$ cat config.mk
export PLATFORM = sky130hd
export DESIGN_NAME = repsub_divider_flat
export DESIGN_NICKNAME = d
export VERILOG_FILES = /design/src/rtl/repsub_divider_if.sv /design/src/rtl/repsub_divider.sv /design/src/flat_wrapper.sv
export SDC_FILE = /design/constraint.sdc
export NUM_CORES = 1
export LEC_CHECK = 0
export BUFFER_PORTS_ARGS = -buffer_cell sky130_fd_sc_hd__buf_2
export CAP_MARGIN = 20
export CORE_ASPECT_RATIO = 2
export CORE_MARGIN = 5
export CORE_UTILIZATION = 44
export CTS_CLUSTER_DIAMETER = 30
export CTS_CLUSTER_SIZE = 24
export DETAILED_ROUTE_END_ITERATION = 6
export PLACE_DENSITY = 0.67
export RECOVER_POWER = 50
export SLEW_MARGIN = 30
export SYNTH_ARGS = -nofsm -noshare
export SYNTH_HDL_FRONTEND = slang
export SYNTH_SLANG_ARGS = --single-unit
$ cat constraint.sdc
create_clock -name clk -period 2.8 [get_ports clk]
set_input_delay 0.28 -clock clk [delete_from_list [all_inputs] [get_ports clk]]
set_output_delay 0.28 -clock clk [all_outputs]
set_load 0.02 [all_outputs]
$ cat src/rtl/repsub_divider_if.sv
// repsub_divider_if: host-side operand/result bundle for the repeated-subtraction divider
interface repsub_divider_if #(parameter int WIDTH = 16) ();
  logic             start;
  logic [WIDTH-1:0] data_in;
  logic [WIDTH-1:0] quotient;
  logic [WIDTH-1:0] remainder;
  logic             busy;
  logic             done;
  logic             div_by_zero;
  modport master (output start, data_in, input quotient, remainder, busy, done, div_by_zero);
  modport slave  (input start, data_in, output quotient, remainder, busy, done, div_by_zero);
endinterface

$ cat src/rtl/repsub_divider.sv
// repsub_divider: unsigned divider subtracting the divisor once per cycle until remainder < divisor
module repsub_divider #(parameter int WIDTH = 16) (
  input logic             clk,
  input logic             reset,
  repsub_divider_if.slave bus
);
  typedef enum logic [1:0] {IDLE, LOAD_B, RUN, DONE} state_t;
  state_t           state, state_n;
  logic [WIDTH-1:0] r, d, q, r_n, d_n, q_n;
  logic             dz, dz_n;
  always_ff @(posedge clk or posedge reset) begin
    if (reset) begin
      state <= IDLE;
      r     <= '0;
      d     <= '0;
      q     <= '0;
      dz    <= 1'b0;
    end else begin
      state <= state_n;
      r     <= r_n;
      d     <= d_n;
      q     <= q_n;
      dz    <= dz_n;
    end
  end
  always_comb begin
    state_n = state;
    r_n     = r;
    d_n     = d;
    q_n     = q;
    dz_n    = dz;
    case (state)
      IDLE, DONE: if (bus.start) begin
        state_n = LOAD_B;
        r_n     = bus.data_in;
        q_n     = '0;
        dz_n    = 1'b0;
      end
      LOAD_B: begin
        d_n     = bus.data_in;
        state_n = RUN;
      end
      RUN: if (d == '0) begin
        state_n = DONE;
        dz_n    = 1'b1;
        q_n     = '1;
      end else if (r >= d) begin
        r_n = r - d;
        q_n = q + WIDTH'(1);
      end else begin
        state_n = DONE;
      end
    endcase
  end
  // Results are gated so the bus reads zero until an operation has finished.
  assign bus.done        = state == DONE;
  assign bus.busy        = state == LOAD_B || state == RUN;
  assign bus.quotient    = bus.done ? q : '0;
  assign bus.remainder   = bus.done ? r : '0;
  assign bus.div_by_zero = bus.done & dz;
endmodule

$ cat src/flat_wrapper.sv
// flat-port wrapper written by rule: the top's interface ports become plain ports
module repsub_divider_flat 
#(parameter int WIDTH = 16)
  (clk, reset, bus_start, bus_data_in, bus_quotient, bus_remainder, bus_busy, bus_done, bus_div_by_zero);
  repsub_divider_if #(.WIDTH(WIDTH)) bus_i ();
  input logic clk;
  input logic reset;
  input wire logic [$bits(bus_i.start)-1:0] bus_start;
  input wire logic [$bits(bus_i.data_in)-1:0] bus_data_in;
  output wire logic [$bits(bus_i.quotient)-1:0] bus_quotient;
  output wire logic [$bits(bus_i.remainder)-1:0] bus_remainder;
  output wire logic [$bits(bus_i.busy)-1:0] bus_busy;
  output wire logic [$bits(bus_i.done)-1:0] bus_done;
  output wire logic [$bits(bus_i.div_by_zero)-1:0] bus_div_by_zero;
  assign bus_i.start = bus_start;
  assign bus_i.data_in = bus_data_in;
  assign bus_quotient = bus_i.quotient;
  assign bus_remainder = bus_i.remainder;
  assign bus_busy = bus_i.busy;
  assign bus_done = bus_i.done;
  assign bus_div_by_zero = bus_i.div_by_zero;
  repsub_divider #(.WIDTH(WIDTH)) u_core (.clk(clk), .reset(reset), .bus(bus_i));
endmodule
After elaboration in Yosys (flattened, before gate mapping) --
Cells that the tools add are included.
Operators by class: equal/unequal tests 9, magnitude comparators 1, reductions and logical operators 9, bitwise logic cells 1, muxes and demuxes 17, add/sub/neg operators 2
Operator list (number):
- $mux 16 | 8
- $pmux 16 s2 | 2
- $add 16x1->16 const B | 1
- $ge 16x16->1 | 1
- $logic_not 16->1 | 1
- $sub 16x16->16 | 1
- $mux 2 | 3
- $pmux 2 s3 | 1
- $reduce_and 3->1 | 2
- $eq 2x2->1 const B | 2
- $ne 2x1->1 const B | 2
- $ne 2x2->1 const B | 2
- $reduce_and 4->1 | 1
- $ne 3x1->1 const B | 1
- $ne 3x2->1 const B | 1
- $eq 2x1->1 const B | 1
- $logic_not 2->1 | 1
- $mux 1 | 2
- $pmux 1 s2 | 1
- $reduce_and 2->1 | 1
- $reduce_bool 2->1 | 1
- $reduce_or 2->1 | 1
- $and 1x1->1 | 1
- $logic_or 1x1->1 | 1
Storage, ports and cells: flip-flop bits (word level) 51, input bits 19, output and inout bits 35

Depth between registers and ports, before layout --
depth in word-level cells 4, mapped depth 11, mapped depth without buffers 9

Worst setup path before layout --
Ideal clock, no wire load.
kind reg-to-reg, start point register u_core.d[0], end point register u_core.q[0], stages on the path, launching flop included 9, slack 368 ps, arrival time 2307 ps, clock period less this slack 2432 ps, data required time 2675 ps, buffers on the path 0, cells stage by stage dfrtp_1 ha_1 fa_1 and2b_1 o21a_1 o2111ai_4 a41oi_1 o21a_1 mux2_2
Between the ends: word-level cells in the longest chain between the ends 3
Ends and longest elaborated chain:
- start: declaration | line repsub_divider.sv:9 | logic [WIDTH-1:0] r, d, q, r_n, d_n, q_n;
- start signal: assignment | line repsub_divider.sv:21 | d <= d_n;
- $ge 16x16->1 / $logic_not 16->1 (equally long branches) | line repsub_divider.sv:47, repsub_divider.sv:43
- $ne 3x1->1 (no line) / $mux 16 (equally long branches)
- $reduce_and 3->1 (no line) / $pmux 16 s2 (equally long branches)
- end signal: assignment | line repsub_divider.sv:22 | q <= q_n;
- end: declaration | line repsub_divider.sv:9
Parallel ways exist; a longest one is shown, timed or not. A chain may end at the register's enable or synchronous reset.

Worst setup path in the final report --
Same ends and word-level chain as after synthesis.

==> impl_metrics.csv <==
group,metric,value,unit
worst_hold_path,hp-start,"bus_data_in[9]",
logic_synthesis,synth_top_flop_cell,"dfrtp_1",
placement,port_buffers,53,
logic_synthesis,syn_inst,489,
worst_setup_path,criticalPathCategory,"reg -> reg",
logic_synthesis,avgSynthCellArea,8.13,um^2
worst_setup_path,r2r_start,"u_core.d[0]",
grt,antenna_found_initial,0,
clock_tree,h-tree-depth,2,
pwr,pwr-share-clk,11.5,%
detailed_routing,drt_wl_total,11700,um
clock_tree,cts_resized,0,
logic_synthesis,yosysSeqAreaShare,32.1,%
clock_tree,cts_tree,"done",
worst_setup_path,ff2ff_setup_slack,0.20,ns
grt,grt_max_degree,52,
logic_synthesis,ys_warn_count,0,
logic_synthesis,syn_area,3970,um^2
timing,setup_viol,0,
worst_hold_path,holdPathEnd,"u_core.d[9]",
floorplanning,fp-row-count,49,
pwr,leakagePower,2.08,nW
run_status,status,"finished, final reports clean",
logic_synthesis,synth_seq_cells,51,
pwr,p_per_area,1410,nW/um^2
cells_and_area,synthToLayoutAreaGrowth,13.9,%
worst_setup_path,worstSetupStartpointType,"register",
logic_synthesis,synth_edf_count,0,
floorplanning,die_x,77.2,um
timing,slew_viol_final,0,
detailed_routing,drtPass1Iterations,5,
worst_setup_path,cp_data_required_time,2.99,ns
worst_setup_path,crit_path_end_kind,"register",
worst_setup_path,reg2regPathDepth,8,
clock_tree,postCtsSetupBuffers,0,
cells_and_area,antennaDiodeCount,0,
clock_tree,clock-root-buffer,"clkbuf_16",
floorplanning,ios,54,
clock_tree,cts_hold_buf,0,
placement,dpl.hpwl,8920,um
clock_tree,cts_buffers,5,
floorplanning,initial_core_util,44.7,%
timing,setup-tns-final,0,ns
worst_hold_path,hp-class,"in -> reg",
clock_tree,cts.clk_slew.worst_paths,0.07,ns
logic_synthesis,async_reset_ff_share,100,%
worst_setup_path,worstPathArrival,2.78,ns
pwr,p_seq_share,19.2,%
pwr,finalPower,0.00640,W
pwr,netSwitchingPower,0.00322,W
logic_synthesis,syn_nets,530,
detailed_routing,drc,0,
pwr,p_int,0.00318,W
grt,grt_pass1_vias,3998,
worst_hold_path,whs_path_depth,3,
clock_tree,cts_buffer_depth,2,
timing,finalCritPeriodShare,92.8,%
logic_synthesis,ys_types,59,
worst_setup_path,rr_endpoint,"u_core.q[0]",
floorplanning,dieArea,11100,um^2
timing,relSlewSlack,10.8,%
detailed_routing,vias,3854,
cells_and_area,nets,577,
cells_and_area,layout_commonest_cell,"buf_2",
detailed_routing,drtIter0Drc,262,
worst_setup_path,crit_fanout,4,
detailed_routing,via_per_inst,6.03,
floorplanning,die_y,144,um
grt,grt.total_usage,21.4,%
pwr,ir_drop,0.459,mV
timing,fmax,385,MHz
cells_and_area,final_cell_mix,"53 x buf_2, 51 x dfrtp_1, 49 x nand2_1",
detailed_routing,final_antenna_net_count,0,
timing,hold_viol_final,0,
timing,final.setup_skew,0.00540,ns
timing,tightest_slew,1.34,ns
clock_tree,clock_latency,0.30,ns
cells_and_area,drive_gt1_share,18.1,%
detailed_routing,wl_per_cell,18.3,um
floorplanning,core,8890,um^2
grt,grt-ovfl-total,0,
grt,grt_pass1_wl,19100,um
timing,fin_crit,2.60,ns
job,drv_cap,0,
pwr,pwr-share-comb,69.3,%
pwr,netSwitchingFraction,50.4,%
cells_and_area,fillers,887,
timing,rsz0062_at_grt,"false",
clock_tree,cts_sinks,51,
placement,routabilityCongestion,0.898,
## cells in the mapped netlist, types with 2 or more instances
| master | count | share of area [%] |
|---|---|---|
| dfrtp_1 | 51 | 32 |
| nand2_1 | 49 | 4.6 |
| inv_1 | 40 | 3.8 |
| o21ai_0 | 39 | 4.9 |
| and2_1 | 35 | 5.5 |
| nor2_1 | 27 | 2.6 |
| a21oi_1 | 25 | 3.1 |
| clkbuf_1 | 23 | 2.2 |
| ha_1 | 21 | 6.6 |
| o211ai_1 | 17 | 3.2 |
| nor3_1 | 13 | 1.6 |
| nand3_1 | 12 | 1.5 |
| a22oi_1 | 10 | 1.9 |
| a31oi_1 | 9 | 1.4 |
| nand4_1 | 9 | 1.4 |
| mux2i_1 | 8 | 2.0 |
| o21a_1 | 8 | 1.5 |
| mux2_2 | 6 | 1.7 |
| nor4_1 | 6 | 0.94 |
| o31ai_1 | 6 | 1.1 |
| a21o_1 | 5 | 0.94 |
| buf_2 | 5 | 0.63 |
| or3_1 | 5 | 0.79 |
| a211oi_1 | 4 | 0.76 |
| and3_1 | 4 | 0.63 |
| nand2b_1 | 4 | 0.63 |
| nor2b_1 | 4 | 0.63 |
| o21ai_1 | 4 | 0.50 |
| mux2_4 | 3 | 1.1 |
| xnor2_1 | 3 | 0.66 |
| a41oi_1 | 2 | 0.44 |
| and4_1 | 2 | 0.44 |
| nand4_2 | 2 | 0.63 |
| or2_1 | 2 | 0.31 |
| or2_2 | 2 | 0.31 |
## metal layers
layer | vias to the layer above | share of wire [%] | global-route usage [%]
li1 | 1835 | - | -
met1 | 1849 | 35 | 20.9
met2 | 121 | 55 | 40.9
met3 | 49 | 3.6 | 3.05
met4 | 0 | 5.9 | 13.8
met5 | - | 0 | 0
## kinds of logic (layout without fill, tap and decap cells)
family,Yosys count,count (layout),synth area share [%]
AO/OA/AOI/OAI,143,143,24.2
AND/OR/NAND/NOR,182,182,23.9
multiplexers,17,17,4.85
adder cells (fa/ha/maj),22,22,7.12
buffers and inverters,71,119,7.15
flip-flops,51,51,32.1
XOR/XNOR,3,3,0.661
## registers in the layout, summed over array words and instances (netlist names)
name	cells
u_core.d	16
u_core.dz	1
u_core.q	16
u_core.r	16
u_core.state	2
## metrics by stage
stage / instances / cell area [um^2] / utilization (%) / hold WS [ns] / setup WS, ns
final: 639 / 4520 / 50.9 / 0.203 / 0.203
after global routing: 639 / 4520 / 50.9 / 0.222 / 0.0337
after CTS: 639 / 4540 / 51.0 / 0.197 / 0.160
after detailed placement: 631 / 4360 / 49.1 / 0.510 / 0.174
after global placement: 631 / 4360 / 49.1 / 0.502 / 0.290
after floorplan: 489 / 3970 / - / 0.397 / 0.368
## worst max-delay path by stage
stage	startpoint	to
after floorplan	u_core.d[0]	u_core.q[0]
after global placement	u_core.d[0]	u_core.q[0]
after detailed placement	u_core.d[0]	u_core.q[5]
after CTS	u_core.d[0]	u_core.q[5]
after global routing	u_core.d[0]	u_core.q[0]
final	u_core.d[0]	u_core.q[0]
## final cells by class
cell class	instances	area [um^2]	share of cell area [%]
Tap cell	102	128	2.82
Clock inverter	2	35.0	0.774
Multi-Input combinational cell	367	2410	53.3
Timing Repair Buffer	70	379	8.38
Inverter	41	154	3.40
Sequential cell	51	1280	28.2
Clock buffer	6	139	3.07
## power groups by stage
stage	Clock [W]	Sequential (W)	Combinational (W)
floorplan	0	0.00115	0.00331
global placement	0	0.00123	0.00431
detailed placement	0	0.00124	0.00441
CTS	0.000747	0.00123	0.00443
global route	0.000776	0.00126	0.00487
finish	0.000735	0.00123	0.00443
## critical path, stage by stage (launching register included)
cell and delay [ns]:
dfrtp_1 0.40, ha_1 0.23, fa_1 0.38, and2b_1 0.25, o21a_1 0.20, o2111ai_4 0.18, a41oi_1 0.30, o21a_1 0.20
mux2_2 0.34
No activity file was read; power rests on OpenSTA's default activity.
